<file path="config.mk">
export PLATFORM = sky130hd
export DESIGN_NAME = mem_port_arbiter
export DESIGN_NICKNAME = d
export VERILOG_FILES = /design/src/rtl/mem_pkg.sv /design/src/rtl/mem_port_arbiter.sv
export SDC_FILE = /design/constraint.sdc
export NUM_CORES = 1
export LEC_CHECK = 0
export BUFFER_PORTS_ARGS = -buffer_cell sky130_fd_sc_hd__buf_2
export CAP_MARGIN = 20
export CORE_ASPECT_RATIO = 1.25
export CORE_MARGIN = 3
export CORE_UTILIZATION = 31
export DETAILED_ROUTE_END_ITERATION = 12
export GPL_TIMING_DRIVEN = 1
export SYNTH_ARGS = -nofsm -noshare
export SYNTH_HDL_FRONTEND = slang
export SYNTH_SLANG_ARGS = --single-unit
</file>
<file path="constraint.sdc">
create_clock -name clk -period 2.4 [get_ports clk]
set_clock_uncertainty 0.1 [all_clocks]
set_input_delay 0.48 -clock clk [delete_from_list [all_inputs] [get_ports clk]]
set_output_delay 0.48 -clock clk [all_outputs]
set_load 0.05 [all_outputs]
</file>
<file path="src/rtl/mem_pkg.sv">
// Shared memory-side types: arbiter FSM states and port owners.
// Reused by the arbiter and the cache/bus blocks that follow it.
package mem_pkg;

  typedef enum logic [1:0] {
    IDLE,
    REQ,
    WAIT,
    RESP
  } arb_state_t;

  typedef enum logic {
    OWN_IF,
    OWN_D
  } owner_t;

endpackage

</file>
<file path="src/rtl/mem_port_arbiter.sv">
// Fetch/data arbiter onto one single-port memory, one transaction
// in flight; data wins unless fetch has waited MAX_D_STREAK grants.
module mem_port_arbiter
  import mem_pkg::*;
#(
  parameter int ADDR_W       = 32,
  parameter int DATA_W       = 32,
  parameter int MAX_D_STREAK = 4
) (
  input  logic                clk,
  input  logic                rst_n,
  input  logic                if_req_i,
  input  logic [ADDR_W-1:0]   if_addr_i,
  output logic [DATA_W-1:0]   if_rdata_o,
  output logic                if_done_o,
  input  logic                d_req_i,
  input  logic                d_we_i,
  input  logic [ADDR_W-1:0]   d_addr_i,
  input  logic [DATA_W-1:0]   d_wdata_i,
  input  logic [DATA_W/8-1:0] d_be_i,
  output logic [DATA_W-1:0]   d_rdata_o,
  output logic                d_done_o,
  output logic                mem_valid_o,
  input  logic                mem_ready_i,
  output logic                mem_we_o,
  output logic [ADDR_W-1:0]   mem_addr_o,
  output logic [DATA_W-1:0]   mem_wdata_o,
  output logic [DATA_W/8-1:0] mem_be_o,
  input  logic                mem_rvalid_i,
  input  logic [DATA_W-1:0]   mem_rdata_i,
  output logic                stall_if_o,
  output logic                stall_mem_o
);

  localparam int BE_W = DATA_W / 8;
  localparam logic [3:0] MAX_S = 4'(MAX_D_STREAK);

  arb_state_t state;
  arb_state_t state_n;
  owner_t     owner;
  logic [3:0] d_streak;
  logic       grant_d;
  logic       grant_if;
  logic       d_prio;

  // Fetch only overtakes a waiting data request once the streak is full.
  assign d_prio = ~if_req_i | (d_streak != MAX_S);

  always_comb begin
    state_n  = state;
    grant_d  = 1'b0;
    grant_if = 1'b0;
    unique case (state)
      IDLE: begin
        grant_d  = d_req_i & d_prio;
        grant_if = if_req_i & ~grant_d;
        if (grant_d | grant_if)
          state_n = REQ;
      end
      REQ: begin
        if (mem_ready_i)
          state_n = WAIT;
      end
      WAIT: begin
        if (mem_rvalid_i)
          state_n = RESP;
      end
      RESP: state_n = IDLE;
      default: state_n = IDLE;
    endcase
  end

  always_ff @(posedge clk) begin
    if (!rst_n) begin
      state       <= IDLE;
      owner       <= OWN_IF;
      d_streak    <= '0;
      if_rdata_o  <= '0;
      d_rdata_o   <= '0;
      mem_we_o    <= 1'b0;
      mem_addr_o  <= '0;
      mem_wdata_o <= '0;
      mem_be_o    <= '0;
    end else begin
      state <= state_n;
      if (grant_d) begin
        owner       <= OWN_D;
        mem_we_o    <= d_we_i;
        mem_addr_o  <= d_addr_i;
        mem_wdata_o <= d_wdata_i;
        mem_be_o    <= d_be_i;
        if (!if_req_i)
          d_streak <= '0;
        else if (d_streak != MAX_S)
          d_streak <= d_streak + 4'd1;
      end
      if (grant_if) begin
        owner       <= OWN_IF;
        mem_we_o    <= 1'b0;
        mem_addr_o  <= if_addr_i;
        mem_wdata_o <= '0;
        mem_be_o    <= {BE_W{1'b1}};
        d_streak    <= '0;
      end
      if (state == WAIT && mem_rvalid_i) begin
        if (owner == OWN_IF)
          if_rdata_o <= mem_rdata_i;
        else
          d_rdata_o <= mem_rdata_i;
      end
    end
  end

  assign mem_valid_o = (state == REQ);
  assign if_done_o   = (state == RESP) & (owner == OWN_IF);
  assign d_done_o    = (state == RESP) & (owner == OWN_D);
  assign stall_if_o  = if_req_i & ~if_done_o;
  assign stall_mem_o = d_req_i & ~d_done_o;

endmodule

</file>
# After elaboration in Yosys (flattened, before gate mapping)
# Index checks and enable logic that the tools add are counted.
# W data, S select, Z words.
dict set report word_totals {
  in_bits 139
  register_bits 140
  output_inout_bits 138
}
dict set report op_classes {
  eq_ne 8
  n_addsub 1
  n_reduce_logical 8
  n_mux 12
  n_bitwise 14
}
# operator n
set op_table {}
lappend op_table {{$mux W32} 2}
lappend op_table {{$mux W4} 4}
lappend op_table {{$pmux W2 S4} 1}
lappend op_table {{$and A1 B1 Y1} 6}
lappend op_table {{$mux W2} 3}
lappend op_table {{$not A1 Y1} 6}
lappend op_table {{$reduce_and A2 Y1} 3}
lappend op_table {{$add A4 B1 Y4 const B} 1}
lappend op_table {{$eq A2 B2 Y1 const B} 2}
lappend op_table {{$ne A2 B1 Y1 const B} 2}
lappend op_table {{$ne A2 B2 Y1 const B} 2}
lappend op_table {{$ne A4 B3 Y1 const B} 1}
lappend op_table {{$reduce_and A3 Y1} 1}
lappend op_table {{$eq A2 B1 Y1 const B} 1}
lappend op_table {{$logic_not A2 Y1} 1}
lappend op_table {{$mux W1} 2}
lappend op_table {{$or A1 B1 Y1} 2}
lappend op_table {{$reduce_bool A2 Y1} 1}
lappend op_table {{$reduce_or A2 Y1} 1}
lappend op_table {{$logic_and A1 B1 Y1} 1}

# Longest topological paths before layout
dict set report depth {
  depth_word 8
  depth_mapped 7
  depth_no_buf 5
}

# Least setup slack after synthesis
# Ideal clock, no wire load.
dict set report synth_timing {
  path_type {register to output}
  start {reg state[1]}
  end {out stall_if_o}
  stages_incl_launch_ff 4
  path_slack_ns 0.121
  arrival_time_ns 1.699
  path_cell_list {dfxtp_1 > ha_1 > nor2b_1 > nor2b_1}
}
dict set report synth_via {
  elab_chain_len 4
}
# item line
set synth_rtl {}
lappend synth_rtl {{start, declared} mem_port_arbiter.sv:38} ;# arb_state_t state;
lappend synth_rtl {{start signal, assigned} mem_port_arbiter.sv:85} ;# state <= state_n;
lappend synth_rtl {{$eq A2 B2 Y1} mem_port_arbiter.sv:115} ;# assign if_done_o = (state == RESP) & (owner == OWN_IF);
lappend synth_rtl {{$and A1 B1 Y1} mem_port_arbiter.sv:115}
lappend synth_rtl {{via if_done_o} mem_port_arbiter.sv:15} ;# output logic if_done_o,
lappend synth_rtl {{$not A1 Y1} mem_port_arbiter.sv:117} ;# assign stall_if_o = if_req_i & ~if_done_o;
lappend synth_rtl {{$and A1 B1 Y1} mem_port_arbiter.sv:117}
lappend synth_rtl {{end, declared} mem_port_arbiter.sv:31} ;# output logic stall_if_o,
# The timed path passes the listed nets, and every way through them passes these cells.

# Worst setup path in the final report
dict set report layout_timing {
  start {reg state[1]}
  end {out stall_mem_o}
}
dict set report layout_via {
  elab_chain_len 4
}
# item line
set layout_rtl {}
lappend layout_rtl {{$eq A2 B2 Y1} mem_port_arbiter.sv:116} ;# assign d_done_o = (state == RESP) & (owner == OWN_D);
lappend layout_rtl {{$and A1 B1 Y1} mem_port_arbiter.sv:116}
lappend layout_rtl {{$not A1 Y1} mem_port_arbiter.sv:118} ;# assign stall_mem_o = d_req_i & ~d_done_o;
lappend layout_rtl {{$and A1 B1 Y1} mem_port_arbiter.sv:118}
lappend layout_rtl {{end, declared} mem_port_arbiter.sv:32} ;# output logic stall_mem_o
# Every way passes these cells.

==> impl.org <==
** Place
- Global placer's final weighted congestion :: 0.779
- Final HPWL DP :: 11.8 mm
- Buffers added on ports :: 276
- The placed instances occupy a cell area of 6910 um2.

** Critical path
- Counting cells, the worst reg-to-reg path comes to 6.
- For the worst setup path, the data arrival time is 1.49 ns.
- Total number of cells along the worst setup path :: 4
- STA puts the critical path data required time at 1.82 ns.
- Cell type of the slowest stage on the worst timing path :: dfxtp_1
- Largest delay share family, worst path :: flip-flops
- Ordered list of cells on the worst path :: ha_1, and2_1, nor2b_1, buf_2
- On the worst path, the slowest cell contributes a delay of 0.34 ns.
- Of all nets on the critical path, the largest fanout is 4.
- STA classifies the critical path endpoint as an output pin.
- Buffers plus inverters on the worst setup path :: 1
- The setup path with the least slack is of type flip-flop to output pin.
- Startpoint types :: flip-flop

** STA
- Setup violations remaining at the end of the flow were counted as 0.
- The final hold violation count was 0.
- Max Clock Freq :: 483 MHz
- Final period demand of the worst path :: 2.07 ns
- Transition at the pin with the smallest max-transition slack :: 0.716 ns
- Of the available clock period, the critical path in the final layout requires 0.863.
- RSZ-0062 raised after global routing :: false
- The number of pins with negative max-slew slack in the final report is 0.
- Worst slew slack as a fraction of its limit :: 0.523
- Final setup TNS :: 0 ns

** Synthesis
- The number of nets handed over by synthesis was 762.
- Counting flops and latches in the post-synthesis netlist gives 140.
- Counting distinct cell types in the post-synthesis netlist gives 39.
- For this run, the register share of the synthesized area comes to 0.526.
- Post-synth ARST share :: 0
- Post-Synthesis Mean Instance Area :: 8.64 um2
- For this run, the leading register cell type out of synthesis is dfxtp_1.
- After synthesis the cells add up to 5330 um2.
- EDFF count, synth :: 0
- Synth Instances :: 617
- Yosys printed 0 warnings.

** Die
- Count of standard-cell rows :: 53
- Starting density of the core :: 0.316
- For this design the top-level I/O count stands at 277.
- Die extent in y :: 153 um
- The die is 123 um wide.
- The die covers 18800 um2.
- Core Box Area :: 16800 um2

** Global routing
- First-pass GRT wire length :: 25.9 mm
- Number of global-route vias before repair :: 5009
- Overflow left after global routing :: 0
- Maximum number of pins on one net before global-route repair :: 65
- The number of antenna violations at the first check in global routing was 3.
- For this run, the total global-route usage over all layers was measured as 0.173.

** Pwr
- Largest vdd supply drop :: 0.000434 V
- Clock Power Share :: 0.292
- The share of total power dissipated in sequential elements is 0.340.
- Share of total power consumed by net switching :: 0.415
- Internal power consumption :: 0.00505 W
- For this design the ratio of total power to cell area is 1150 nW/um2.
- P_leak :: 3.51 nW
- Summed over all nets, the switching power comes to 0.00359 W.
- Of the total power, combinational logic draws 0.368.

** Routing
- The detail route stage leaves a number of antenna-violating nets equal to 0.
- Detailed Routing Iterations Pass 1 :: 4
- Using the TritonRoute via totals, the vias-per-cell ratio works out to 4.85.
- Dividing the detail-routed wire length by the instance count gives 15.3 um.
- Post-route DRC violation count :: 0
- Total routed wirelength :: 17.0 mm
- Via total after detailed routing :: 5383
- After the first detailed-routing iteration, the DRC count stood at 322.

** Clock tree
- The H-tree was split into 4 levels.
- TritonCTS built the clock tree.
- Clock slew at the register clock pins of the worst setup and hold paths :: 0.06 ns
- Cts-stage hold buffer count :: 0
- Clock tree synthesis inserted a total of 17 buffers.
- Quantity of gates resized following cts :: 0
- In this run the deepest clock path goes through 2 buffers.
- At the later pin of the worst-skew pair, clock insertion delay measures 0.41 ns.
- Postcts setup bufs :: 0
- Number of sinks driven by the clock tree :: 140
- The cell sitting at the root of the clock tree is a clkbuf_16.

** Final layout
- In the final layout, the share of cells above drive strength 1 is 0.375.
- Summing all multi-input logic gate instances after layout gives 2290 um2.
- Across the whole layout, storage elements account for 2800 um2.
- Filler Cell Count :: 1752
- The finished cells cover 7480 um2.
- For this run, the post-layout net count is 1021.
- Area growth syn-to-layout :: 40.4%

** Job
- The tool flagged a number of max-cap violations equal to 0.

** Min path
- Hold Path Stages :: 2
- The path class of the tightest hold or removal check is primary input to flip-flop.

** Run status
- The flow ran to the end, and the final reports show no timing, DRC or antenna violations.
-- metrics by stage --
step / power [W] / setup slack, ns / hold WS, ns / utilization / std cells
final: 0.00864 / 0.329 / 0.188 / 0.444 / 1110
after global routing: 0.00909 / 0.158 / 0.168 / 0.444 / 1110
after CTS: 0.00875 / 0.288 / 0.162 / 0.444 / 1109
after detailed placement: 0.00618 / 0.496 / 0.344 / 0.410 / 1077
after global placement: 0.00619 / 0.533 / 0.339 / 0.410 / 1077
after floorplan: 0.00533 / 0.121 / 0.383 / - / 617
-- flip-flops by register name (all words and copies together), names as in the netlist --
register / flops
d_rdata_o: 32
d_streak: 4
if_rdata_o: 32
mem_addr_o: 32
mem_be_o: 4
mem_wdata_o: 32
mem_we_o: 1
owner: 1
state: 2
-- cell usage in the layout, fill, tap and decap left out, types with 2 or more instances in the layout --
cell type / count
buf_2: 276
dfxtp_1: 140
nand2_1: 137
a21oi_1: 99
nand3_1: 38
o21ai_0: 35
and3_1: 34
a221o_1: 32
clkbuf_16: 17
buf_4: 16
nor2b_1: 6
ha_1: 6
inv_1: 5
clkinv_2: 4
a31oi_1: 3
inv_6: 3
clkinvlp_4: 3
and2_1: 2
nand3b_1: 2
and3b_1: 2
o21a_1: 2
o221a_2: 2
clkbuf_8: 2
clkinv_4: 2
-- cells in the mapped netlist (2+ instances only) --
cell / n / area (um2)
dfxtp_1: 140 / 2800
nand2_1: 137 / 514
a21oi_1: 99 / 495
nand3_1: 38 / 190
o21ai_0: 35 / 175
and3_1: 34 / 213
a221o_1: 32 / 320
clkbuf_1: 32 / 120
buf_2: 15 / 75.1
ha_1: 6 / 75.1
nor2b_1: 6 / 37.5
inv_1: 5 / 18.8
buf_1: 4 / 15.0
a31oi_1: 3 / 18.8
and2_1: 2 / 12.5
and3b_1: 2 / 17.5
buf_4: 2 / 15.0
nand3b_1: 2 / 15.0
o21a_1: 2 / 15.0
o221a_2: 2 / 22.5
-- layer usage --
| metal | global-route usage | vias to the layer above | wire, um |
|---|---|---|---|
| met5 | 0 | - | 21 |
| met4 | 0.0623 | 4 | 276 |
| met3 | 0.0572 | 19 | 1360 |
| met2 | 0.281 | 209 | 8330 |
| met1 | 0.213 | 2460 | 7030 |
| li1 | - | 2691 | - |
-- final cells by class --
type | instances | area share
clock buffer | 19 | 0.0605
timing repair buffer | 293 | 0.203
antenna | 1 | 0.000334
clock inverter | 13 | 0.0155
multi-input combinational | 418 | 0.306
sequential | 140 | 0.374
tap | 220 | 0.0368
inverter | 6 | 0.00301
-- cell families after synthesis --
kind of cell               count (synthesis)  synth area share
AOI/OAI and AO/OA                        182             0.212
adders and majority gates                  6            0.0141
and+or+nand+nor                          230             0.202
DFF                                      140             0.526
buffers and inverters                     59            0.0465
-- path summary, 6_finish.rpt --
path	startpoint	to	slack (ns)
max reg2reg	state[0]$_SDFFE_PN0P_	mem_addr_o[23]$_SDFFE_PN0P_	0.49
max	state[1]$_SDFFE_PN0P_	stall_mem_o	0.33
min reg2reg	d_rdata_o[12]$_SDFFE_PN0P_	d_rdata_o[12]$_SDFFE_PN0P_	0.35
min	if_addr_i[17]	mem_addr_o[17]$_SDFFE_PN0P_	0.19
-- power by group through the flow --
| stage | Sequential [W] | Combinational (W) | Clock, W |
|---|---|---|---|
| 2_1_floorplan | 0.00428 | 0.00105 | 0 |
| 5_1_grt | 0.00299 | 0.00340 | 0.00270 |
| 3_3_place_gp | 0.00299 | 0.00320 | 0 |
| 6_report | 0.00294 | 0.00318 | 0.00252 |
| 4_1_cts | 0.00294 | 0.00320 | 0.00260 |
| 3_5_place_dp | 0.00298 | 0.00320 | 0 |
No activity file was read; power rests on OpenSTA's default activity.
